## src/rtl/matmul_seq_ctrl.sv

```systemverilog
// Sequencer for the 3x4 * 4x3 byte-matrix multiply: assembles A/B operands from a
// byte stream, strobes the operand registers, then drives MAC control per output element.
module matmul_seq_ctrl (
  input  logic        CLK,
  input  logic        reset,
  input  logic        start,
  input  logic        in_valid,
  input  logic [7:0]  in_data,
  output logic        in_ready,
  output logic [95:0] stage_data,
  output logic        ldA,
  output logic        ldB,
  output logic [3:0]  a_idx,
  output logic [3:0]  b_idx,
  output logic        mac_en,
  output logic        mac_first,
  output logic        out_valid,
  input  logic        out_ready,
  output logic [1:0]  out_row,
  output logic [1:0]  out_col,
  output logic        busy,
  output logic        done
);

  typedef enum logic [2:0] {
    S_IDLE, S_LOAD_A, S_LATCH_A, S_LOAD_B, S_LATCH_B, S_CALC, S_EMIT, S_DONE
  } state_t;

  state_t      r_state, w_next;
  logic [3:0]  r_cnt;
  logic [1:0]  r_i, r_j, r_k;
  logic [95:0] r_stage;
  logic        w_accept;
  logic        w_last;

  assign w_last     = (r_i == 2'd2) && (r_j == 2'd2);
  assign stage_data = r_stage;

  always_ff @(posedge CLK or posedge reset) begin
    if (reset) r_state <= S_IDLE;
    else       r_state <= w_next;
  end

  always_comb begin
    w_next    = r_state;
    in_ready  = 1'b0;
    w_accept  = 1'b0;
    ldA       = 1'b0;
    ldB       = 1'b0;
    a_idx     = '0;
    b_idx     = '0;
    mac_en    = 1'b0;
    mac_first = 1'b0;
    out_valid = 1'b0;
    out_row   = '0;
    out_col   = '0;
    done      = 1'b0;
    busy      = (r_state != S_IDLE);
    case (r_state)
      S_IDLE:    if (start) w_next = S_LOAD_A;
      S_LOAD_A: begin
        in_ready = 1'b1;
        w_accept = in_valid;
        if (in_valid && r_cnt == 4'd11) w_next = S_LATCH_A;
      end
      S_LATCH_A: begin
        ldA    = 1'b1;
        w_next = S_LOAD_B;
      end
      S_LOAD_B: begin
        in_ready = 1'b1;
        w_accept = in_valid;
        if (in_valid && r_cnt == 4'd11) w_next = S_LATCH_B;
      end
      S_LATCH_B: begin
        ldB    = 1'b1;
        w_next = S_CALC;
      end
      S_CALC: begin
        mac_en    = 1'b1;
        mac_first = (r_k == 2'd0);
        a_idx     = {r_i, r_k};
        b_idx     = {2'b00, r_k} * 4'd3 + {2'b00, r_j};
        if (r_k == 2'd3) w_next = S_EMIT;
      end
      S_EMIT: begin
        out_valid = 1'b1;
        out_row   = r_i;
        out_col   = r_j;
        if (out_ready) w_next = w_last ? S_DONE : S_CALC;
      end
      S_DONE: begin
        done   = 1'b1;
        w_next = S_IDLE;
      end
      default:   w_next = S_IDLE;
    endcase
  end

  always_ff @(posedge CLK or posedge reset) begin
    if (reset) begin
      r_cnt   <= '0;
      r_i     <= '0;
      r_j     <= '0;
      r_k     <= '0;
      r_stage <= '0;
    end else begin
      case (r_state)
        S_IDLE: if (start) begin
          r_cnt <= '0;
          r_i   <= '0;
          r_j   <= '0;
          r_k   <= '0;
        end
        S_LOAD_A, S_LOAD_B: if (w_accept) begin
          r_stage[{r_cnt, 3'b000} +: 8] <= in_data;
          r_cnt                         <= r_cnt + 4'd1;
        end
        S_LATCH_A: r_cnt <= '0;
        S_LATCH_B: begin
          r_i <= '0;
          r_j <= '0;
          r_k <= '0;
        end
        // k wraps 3->0 on its own, leaving it cleared for the next element
        S_CALC: r_k <= r_k + 2'd1;
        S_EMIT: if (out_ready && !w_last) begin
          if (r_j == 2'd2) begin
            r_j <= '0;
            r_i <= r_i + 2'd1;
          end else begin
            r_j <= r_j + 2'd1;
          end
        end
        default: ;
      endcase
    end
  end

endmodule

```

## config.mk

```make
export PLATFORM = sky130hd
export DESIGN_NAME = matmul_seq_ctrl
export DESIGN_NICKNAME = d
export VERILOG_FILES = /design/src/rtl/matmul_seq_ctrl.sv
export SDC_FILE = /design/constraint.sdc
export NUM_CORES = 1
export LEC_CHECK = 0
export ABC_AREA = 0
export BUFFER_PORTS_ARGS = -buffer_cell sky130_fd_sc_hd__buf_2
export CAP_MARGIN = 20
export CORE_AREA = 2 2 124 96
export DETAILED_ROUTE_END_ITERATION = 8
export DIE_AREA = 0 0 126 98
export GPL_TIMING_DRIVEN = 0
export PLACE_DENSITY = 0.77
export SLEW_MARGIN = 10
export SYNTH_ARGS = -nofsm -noshare
export SYNTH_HDL_FRONTEND = slang
export SYNTH_SLANG_ARGS = --single-unit
```

## constraint.sdc

```tcl
create_clock -name CLK -period 2.95 [get_ports CLK]
set_input_delay 0.1475 -clock CLK [delete_from_list [all_inputs] [get_ports CLK]]
set_output_delay 0.1475 -clock CLK [all_outputs]
set_load 0.05 [all_outputs]
```

==> flow_metrics.env, run 1 <==
export IMPL_status="finished clean"
export IMPL_setup_tns_ns=0
export IMPL_hp_class="in2reg"
export IMPL_postSynthCellCount=477
export IMPL_rsz0062_at_grt="false"
export IMPL_synthesis_area_mm2=0.00525
export IMPL_r2r_cells=7
export IMPL_die_area_mm2=0.0123
export IMPL_fin_crit_ns=2.79
export IMPL_dr_pass1_iters=5
export IMPL_io_buffer_count=127
export IMPL_fillers=1012
export IMPL_clk_latency_ns=0.34
export IMPL_seqCellArea_mm2=0.00273
export IMPL_num_io_pins=129
export IMPL_setup_viol_count_final=0
export IMPL_cp_top_family="simple AND/OR/NAND/NOR gates"
export IMPL_ys_seq_elements=109
export IMPL_synth_edf_count=0
export IMPL_vias=4234
export IMPL_routed_wl_um=13700
export IMPL_crit_type="reg2reg"
export IMPL_p_leak_nw=3.33
export IMPL_cp_num_cells=7
export IMPL_final_nets=641
export IMPL_slowest_delay_ns=0.58
export IMPL_final_max_slew_viol_count=0
export IMPL_clockBufferDepth=2
export IMPL_drt_iter0_markers=237
export IMPL_grt_pass1_wl_um=22000
export IMPL_crit_path_end_kind="flop"
export IMPL_ir_worst_vdd_mv=0.441
export IMPL_die_w_um=126
export IMPL_diodes=0
export IMPL_place_ws_ns=-0.122
export IMPL_worstMarginPinSlew_ns=0.980
export IMPL_dp_hpwl_um=10100
export IMPL_yosysSeqAreaShare_pct=51.9
export IMPL_root_buffer="clkbuf_16"
export IMPL_synth_avg_cell_area_um2=11.0
export IMPL_synth_top_area_share_pct=51.9
export IMPL_ctsHtreeMaxLevel=3
export IMPL_multi_input_area_mm2=0.00229
export IMPL_yosys_warnings=0
export IMPL_cts_tree="done"
export IMPL_syn_to_final_growth_pct=23.1
export IMPL_synthFlopType="dfrtp_1"
export IMPL_powerDensity_mw_per_mm2=1040
export IMPL_grt_max_degree=40
export IMPL_grt_pass1_vias=4246
export IMPL_wl_per_cell_um=17.9
export IMPL_synthArstFlopShare_pct=100
export IMPL_numCtsBuffers=9
export IMPL_syn_nets=500
export IMPL_coreArea_mm2=0.0112
export IMPL_drive_above_1_share_pct=35.6
export IMPL_synth_cell_types=55
export IMPL_path_clk_slew_ns=0.07
export IMPL_synth_top_area_cell="dfrtp_1"
export IMPL_hold_violations=0
export IMPL_globalRoute_totalOverflow=0
export IMPL_critPathBufInv=2
export IMPL_critPathSlowestCell="dfrtp_1"
export IMPL_layout_setup_ws_ns=0.164
export IMPL_gp_congestion=0.874
export IMPL_critical_path_peak_fanout=11
export IMPL_cp_arrival_ns=3.01
export IMPL_cp_cell_sequence="inv_1 -> ha_1 -> xnor2_4 -> and2_1 -> or4b_1 -> buf_6 -> mux2_4"
export IMPL_power_total_mw=6.73
export IMPL_design_area_mm2=0.00646
export IMPL_cts_setup_buffers=0
export IMPL_drcViolationCount=0
export IMPL_grt_usage_pct=22.5
export IMPL_max_cap_violations=0
export IMPL_via_per_inst=5.52
export IMPL_ant_nets=0
export IMPL_worstPathRequired_ns=3.18
export IMPL_min_path_cells=3
export IMPL_finalClockSkew_ns=0.00485
export IMPL_initial_core_util_pct=46.8
export IMPL_clock_sinks=109
export IMPL_setup_worst_path_start_class="flop"
export IMPL_num_rows=34
export IMPL_synth_top_cells_by_count="dfrtp_1, nand2_1, mux2_2, inv_1, o211ai_1"
export IMPL_relSlewSlack_pct=34.1
export IMPL_period_share_pct=94.4
export IMPL_ys_top_cells_by_area="dfrtp_1, mux2_2, o211ai_1"
export IMPL_yosysMostFrequentCell="dfrtp_1"
export IMPL_placed_cell_area_mm2=0.00613
export IMPL_fmax_ghz=0.359
export IMPL_die_h_um=98
export IMPL_antenna_found_initial=0
==> worst min-delay path, cell delays in order <==
cell,delay [ns]
buf_2,0.17
nand2_1,0.07
mux2i_1,0.06
==> layout by cell type (no fill, tap or decap), drive strengths merged, types with 10 or more instances in the layout <==
master	instances
buf	137
dfrtp	109
nand2	59
mux2	48
inv	37
o211ai	32
clkbuf	26
and2	19
o21ai	18
mux2i	17
nor3	13
nor2	10
==> kinds of logic after synthesis <==
kind of cell | count (synthesis) | synth area share (%)
xor gates and xnor gates | 1 | 0.310
and+or+nand+nor | 143 | 14.4
buffers and inverters | 60 | 4.72
AOI/OAI and AO/OA | 89 | 11.9
adders and majority gates | 10 | 2.67
muxes | 65 | 14.1
DFF | 109 | 51.9
==> timing repair <==
item	4_1_cts	5_1_grt
gates resized for setup	1	0
endpoints found under the setup margin	8	0
endpoints found under the hold margin	36	0
hold buffers	1	0
==> final cells by class <==
class	count	share of cell area [%]
clock buffer	10	3.70
clock inverter	6	1.06
timing repair buffer	131	10.9
tap	144	2.79
inverter	36	2.15
sequential	109	42.2
buffer	23	1.68
multi-input combinational	308	35.5
==> state kept, by name, indices dropped and copies added, names as in the netlist <==
register and count:
r_i 2, stage_data 96, r_state 3, r_cnt 4, r_j 2, r_k 2
==> metrics by stage <==
step	hold slack, ns	utilization [%]	std cells
2_1_floorplan	0.285	-	477
3_3_place_gp	0.458	54.1	748
3_5_place_dp	0.214	54.6	751
4_1_cts	0.144	57.5	767
5_1_grt	0.160	57.5	767
6_report	0.154	57.5	767
==> routing by layer <==
| metal | share of wire [%] | track usage [%] | wire length, um |
|---|---|---|---|
| met1 | 46 | 30.9 | 6250 |
| met2 | 47 | 35.9 | 6430 |
| met3 | 6.6 | 6.03 | 900 |
| met4 | 0.90 | 5.58 | 124 |
| met5 | 0 | 0 | 0 |
==> where the power goes <==
| group | internal, mW | switching (mW) | total (mW) |
|---|---|---|---|
| Combinational | 0.947 | 2.43 | 3.38 |
| Clock | 0.688 | 0.560 | 1.25 |
| Sequential | 1.84 | 0.261 | 2.10 |
| Total | 3.48 | 3.26 | 6.73 |
==> worst paths after layout <==
path	start	end	slack [ns]
hold reg to reg	stage_data[78]	stage_data[78]	0.49
setup reg to reg	r_cnt[0]	stage_data[87]	0.16
setup / recovery	r_cnt[0]	stage_data[87]	0.16
hold / removal	in_data[4]	stage_data[36]	0.15
min in group asynchronous	reset	stage_data[82]	0.39
max in group asynchronous	reset	stage_data[3]	2.09
Power figures use the tool's default switching activity.
==> run 2, diff against run 1 <==
Settings changed: ABC_AREA 0 to 1, PLACE_DENSITY 0.77 to 0.78.
==> run 2 against run 1 <==
Core utilization increased by 0.36 points. Combinational power increased by 17%. Synthesized area increased by 1.5%. Clock-buffer cell count increased by 3. Flip-flop and latch count unchanged. Critical endpoint is now stage_data[0]. Critical path depth increased by 4. Synthesized cell count increased by 32%. Via count increased by 11%. Register-to-register slack improved by 0.09 ns. Wire length decreased by 4.1%. Worst setup slack improved by 0.089 ns. Clock skew increased by 0.0013 ns.
==> flow_metrics.env, run 2 <==
export IMPL_synth_top_area_share_pct=51.2
export IMPL_syn_to_final_growth_pct=22.1
export IMPL_fin_crit_ns=2.70
export IMPL_synthArstFlopShare_pct=100
export IMPL_grtUsageMet3_pct=5.59
export IMPL_dpl_cell_count=903
export IMPL_fin_cells=920
export IMPL_top_usage_layer="met2"
export IMPL_globalRoute_totalOverflow=0
export IMPL_final_nets=794
export IMPL_crit_type="reg2reg"
export IMPL_num_io_pins=129
export IMPL_clk_latency_ns=0.35
export IMPL_critPathBufInv=7
export IMPL_synth_top_area_cell="dfrtp_1"
export IMPL_synthMuxAreaShare_pct=0
export IMPL_initial_core_util_pct=47.4
export IMPL_wl_per_cell_um=14.3
export IMPL_grtUsageMet2_pct=31.7
export IMPL_final_max_slew_viol_count=0
export IMPL_globalRouteMet1Util_pct=31.6
export IMPL_worstMarginPinSlew_ns=0.592
export IMPL_design_area_mm2=0.00650
export IMPL_cts_setup_buffers=0
export IMPL_coreArea_mm2=0.0112
export IMPL_dp_hpwl_um=10100
export IMPL_synth_compound_area_share_pct=6.39
export IMPL_synth_xor_area_share_pct=0.329
export IMPL_worstPathRequired_ns=3.21
export IMPL_power_total_mw=7.29
export IMPL_place_ws_ns=0.310
export IMPL_p_leak_nw=3.78
export IMPL_numCtsBuffers=9
export IMPL_cpMostUsedCell="buf_2"
export IMPL_whs_ns=0.0836
export IMPL_synth_cell_types=34
export IMPL_cp_arrival_ns=2.96
export IMPL_clockBufferDepth=2
export IMPL_antenna_found_initial=0
export IMPL_syn_nets=651
export IMPL_yosys_warnings=0
export IMPL_critPathSlowestCell="dfrtp_1"
export IMPL_hp_class="in2reg"
export IMPL_grt_pass1_wl_um=21300
export IMPL_ys_seq_elements=109
export IMPL_final_common_cell="nand2_1"
export IMPL_dr_pass1_iters=4
export IMPL_setup_viol_count_final=0
export IMPL_clock_sinks=109
export IMPL_synthesis_area_mm2=0.00533
export IMPL_final_cell_mix="nand2_1, buf_2, dfrtp_1"
export IMPL_ant_nets=0
export IMPL_rsz0062_at_grt="false"
export IMPL_period_share_pct=91.4
export IMPL_via_per_inst=5.09
export IMPL_fmax_ghz=0.371
export IMPL_path_clk_slew_ns=0.07
export IMPL_yosysMostFrequentCell="nand2_1"
export IMPL_vias=4684
export IMPL_layout_setup_ws_ns=0.253
export IMPL_hold_violations=0
export IMPL_synthSimpleGateAreaFrac_pct=33.5
export IMPL_ff2ff_setup_slack_ns=0.25
export IMPL_powerDensity_mw_per_mm2=1120
export IMPL_num_rows=34
export IMPL_setup_worst_path_start_class="flop"
export IMPL_grt_pass1_vias=4264
export IMPL_drt_iter0_markers=289
export IMPL_ir_worst_vdd_mv=0.617
export IMPL_cts_tree="done"
export IMPL_synth_avg_cell_area_um2=8.48
export IMPL_largest_reg_flops=96
export IMPL_synth_edf_count=0
export IMPL_finalClockSkew_ns=0.00614
export IMPL_drcViolationCount=0
export IMPL_final_util_pct=57.9
export IMPL_critical_path_peak_fanout=10
export IMPL_synth_top_family_by_area="simple AND/OR/NAND/NOR gates"
export IMPL_cp_top_family="buffers and inverters"
export IMPL_ctsHtreeMaxLevel=3
export IMPL_drive_above_1_share_pct=27.7
export IMPL_max_cap_violations=0
export IMPL_slowest_delay_ns=0.38
export IMPL_synthFlopType="dfrtp_1"
export IMPL_ys_top_cells_by_area="dfrtp_1, nand2_1, nand3_1"
export IMPL_die_h_um=98
export IMPL_crit_path_end_kind="flop"
export IMPL_gp_congestion=0.856
export IMPL_synth_top_cells_by_count="nand2_1, dfrtp_1, nand3_1, nor2_1, inv_1"
export IMPL_placed_cell_area_mm2=0.00621
export IMPL_io_buffer_count=128
export IMPL_die_w_um=126
export IMPL_status="finished clean"
export IMPL_cp_cell_sequence="buf_2 -> inv_2 -> buf_2 -> buf_2 -> ha_1 -> buf_2 -> clkinv_1 -> nand3_1 -> buf_2 -> nand2_1 -> o21ai_0"
export IMPL_relSlewSlack_pct=60.4
export IMPL_hold_buffers=1
export IMPL_setup_tns_ns=0
export IMPL_grt_max_degree=35
export IMPL_post_cts_resized=0
export IMPL_diodes=0
export IMPL_yosysSeqAreaShare_pct=51.2
export IMPL_routed_wl_um=13100
export IMPL_synth_fa_ha_area_share_pct=2.63
export IMPL_postSynthCellCount=628
export IMPL_grt_usage_pct=21.5
export IMPL_die_area_mm2=0.0123
export IMPL_root_buffer="clkbuf_16"
[run 2: cell types whose count changed after synthesis, sizes merged, moves of 17 or more]
cell,delta
nand3,+61
nand2,+170
o211ai,-31
and2,-19
o21ai,+30
mux2,-48
nor2,+51
mux2i,-17
[run 2: final timing paths]
path | startpoint | cells after the start | to
max in group asynchronous | reset | 5 | stage_data[48]
worst max-delay path | r_cnt[0] | 11 | stage_data[0]
worst max register to register | r_cnt[0] | 11 | stage_data[0]
worst min register to register | stage_data[28] | 2 | stage_data[28]
min in group asynchronous | reset | 3 | stage_data[63]
worst min-delay path | in_data[1] | 3 | stage_data[49]
[run 2: cell type report]
type                            count  area (um^2)
Fill cell                        1030         4730
Sequential cell                   109         2730
Multi-Input combinational cell    448         2280
Timing Repair Buffer              132          711
Clock buffer                       13          260
Inverter                           55          214
Tap cell                          144          180
Buffer                             16          108
Clock inverter                      3         20.0
[run 2: cells by family (layout without fill, tap and decap cells)]
logic type | count (synthesis) | in the layout
adder cells (fa/ha/maj) | 10 | 10
flip-flops | 109 | 109
AND/OR/NAND/NOR | 381 | 381
XOR/XNOR | 2 | 2
buffers and inverters | 71 | 219
AO/OA/AOI/OAI | 55 | 55
[run 2: where the power goes]
part / total (mW) / switching, mW / internal [mW]
Clock: 1.15 / 0.530 / 0.619
Combinational: 3.96 / 3.07 / 0.884
Sequential: 2.19 / 0.290 / 1.90
[run 2: worst reg2reg max path, delay by kind of cell (launching register included)]
| family | cells | cell delay [ns] |
|---|---|---|
| buffers and inverters | 7 | 1.43 |
| AND/OR/NAND/NOR | 2 | 0.41 |
| flip-flops | 1 | 0.38 |
| adder cells (fa/ha/maj) | 1 | 0.29 |
| AO/OA/AOI/OAI | 1 | 0.09 |
[run 2: per-layer routing]
layer / part of all wire (%) / vias up / wire length (um)
met5: 0 / - / 0
met1: 48 / 2202 / 6360
li1: - / 2308 / -
met4: 0.99 / 0 / 130
met2: 43 / 161 / 5690
met3: 7.3 / 13 / 954
==> run 3, diff against run 2 <==
Settings changed: CORE_AREA 2 2 124 96 to 2 2 123 95, DIE_AREA 0 0 126 98 to 0 0 125 97, PLACE_DENSITY 0.78 to 0.76, TNS_END_PERCENT set to 50.
Clock period 2.95 ns to 3.24 ns, I/O delays scaled along.
==> run 3 against run 2 <==
Global-route usage is 2.3 points higher. Flip-flop and latch count stayed put. Cell count is 0.65% lower. Critical path depth is the same. Largest power group unchanged. Largest cell class unchanged. Critical endpoint unchanged. Total power decreased by 8.1%.
==> flow_metrics.env, run 3 (same netlist as run 2, synthesis figures left out) <==
export IMPL_placed_cell_area_mm2=0.00618
export IMPL_antenna_found_initial=0
export IMPL_numCtsBuffers=9
export IMPL_final_cell_mix="nand2_1, buf_2, dfrtp_1"
export IMPL_drive_above_1_share_pct=27.8
export IMPL_via_per_inst=5.25
export IMPL_p_leak_nw=3.78
export IMPL_ant_nets=0
export IMPL_initial_core_util_pct=49.2
export IMPL_worstPathRequired_ns=3.51
export IMPL_crit_path_end_kind="flop"
export IMPL_path_clk_slew_ns=0.07
export IMPL_drcViolationCount=0
export IMPL_relSlewSlack_pct=61.8
export IMPL_clk_latency_ns=0.36
export IMPL_hold_violations=0
export IMPL_cp_cell_sequence="buf_2 -> inv_2 -> buf_2 -> buf_2 -> ha_1 -> buf_2 -> clkinv_1 -> nand3_1 -> buf_2 -> nand2_1 -> o21ai_0"
export IMPL_slowest_delay_ns=0.39
export IMPL_critPathSlowestCell="dfrtp_1"
export IMPL_diodes=0
export IMPL_die_area_mm2=0.0121
export IMPL_num_io_pins=129
export IMPL_hp_class="in2reg"
export IMPL_vias=4795
export IMPL_finalClockSkew_ns=0.00897
export IMPL_post_cts_resized=0
export IMPL_rsz0062_at_grt="false"
export IMPL_routed_wl_um=14000
export IMPL_setup_worst_path_start_class="flop"
export IMPL_fmax_ghz=0.359
export IMPL_dr_pass1_iters=5
export IMPL_ctsHtreeMaxLevel=3
export IMPL_syn_to_final_growth_pct=21.6
export IMPL_cts_tree="done"
export IMPL_whs_ns=0.113
export IMPL_grt_pass1_wl_um=23200
export IMPL_globalRoute_totalOverflow=0
export IMPL_largest_reg_flops=96
export IMPL_final_nets=792
export IMPL_io_buffer_count=128
export IMPL_crit_type="reg2reg"
export IMPL_die_w_um=125
export IMPL_critical_path_peak_fanout=10
export IMPL_final_common_cell="nand2_1"
export IMPL_cpMostUsedCell="buf_2"
export IMPL_ir_worst_vdd_mv=0.460
export IMPL_design_area_mm2=0.00648
export IMPL_powerDensity_mw_per_mm2=1030
export IMPL_grt_pass1_vias=4575
export IMPL_wl_per_cell_um=15.3
export IMPL_period_share_pct=85.9
export IMPL_grt_usage_pct=23.8
export IMPL_clock_sinks=109
export IMPL_clockBufferDepth=2
export IMPL_root_buffer="clkbuf_16"
export IMPL_final_max_slew_viol_count=0
export IMPL_drt_iter0_markers=331
export IMPL_setup_viol_count_final=0
export IMPL_final_util_pct=59.9
export IMPL_coreArea_mm2=0.0108
export IMPL_die_h_um=97
export IMPL_fin_crit_ns=2.78
export IMPL_num_rows=33
export IMPL_dpl_cell_count=897
export IMPL_worstMarginPinSlew_ns=0.568
export IMPL_fin_cells=914
export IMPL_status="finished clean"
export IMPL_cp_arrival_ns=3.05
export IMPL_grt_max_degree=74
export IMPL_cts_setup_buffers=0
export IMPL_max_cap_violations=0
export IMPL_gp_congestion=0.861
export IMPL_dp_hpwl_um=10400
run 3: where the power goes:
| group | leakage [nW] | total [mW] | internal (mW) | switching [mW] |
|---|---|---|---|---|
| Sequential | 1.49 | 1.99 | 1.73 | 0.260 |
| Combinational | 2.15 | 3.63 | 0.802 | 2.83 |
| Clock | 0.139 | 1.09 | 0.572 | 0.514 |
run 3: worst paths after layout:
path                            slack, ns              to  cells past startpoint            from
worst max-delay path                 0.46   stage_data[0]                     11        r_cnt[0]
worst max register to register       0.46   stage_data[0]                     11        r_cnt[0]
min in group asynchronous            0.34          r_k[1]                      3           reset
worst min-delay path                 0.11  stage_data[51]                      3      in_data[3]
max in group asynchronous            2.24  stage_data[12]                      4           reset
worst min register to register       0.47  stage_data[62]                      2  stage_data[62]
run 3: repair_timing:
action	in CTS	in global routing
endpoints found under the setup margin	0	0
endpoints found under the hold margin	36	0
hold buffers	1	0
run 3: final cells by class:
class,instances,area [um^2]
fill,982,4340
multi-input combinational,448,2280
buffer,16,108
inverter,55,215
clock inverter,5,41.3
tap,140,175
clock buffer,11,253
timing repair buffer,130,678
sequential,109,2730
run 3: critical path, delay by kind of cell, from the launching register on:
family,cells,cell delay [ns]
AO/OA/AOI/OAI,1,0.08
adder cells (fa/ha/maj),1,0.30
flip-flops,1,0.39
buffers and inverters,7,1.50
AND/OR/NAND/NOR,2,0.44
run 3: per-stage QoR:
stage	setup TNS, ns	setup slack [ns]	power, mW
after CTS	0	0.490	6.71
after detailed placement	0	0.508	5.61
after global routing	0	0.266	7.09
final	0	0.458	6.70
after global placement	-94.39	-0.869	5.51
after floorplan	0	0.204	4.77
run 3: routing by layer:
metal	part of all wire, %	routed length (um)	vias up	GRT usage (%)
met5	0	0	-	0
met4	1.3	176	0	5.56
met3	7.8	1090	15	5.37
met2	45	6320	196	35.7
met1	46	6420	2288	35.3
li1	-	-	2296	-
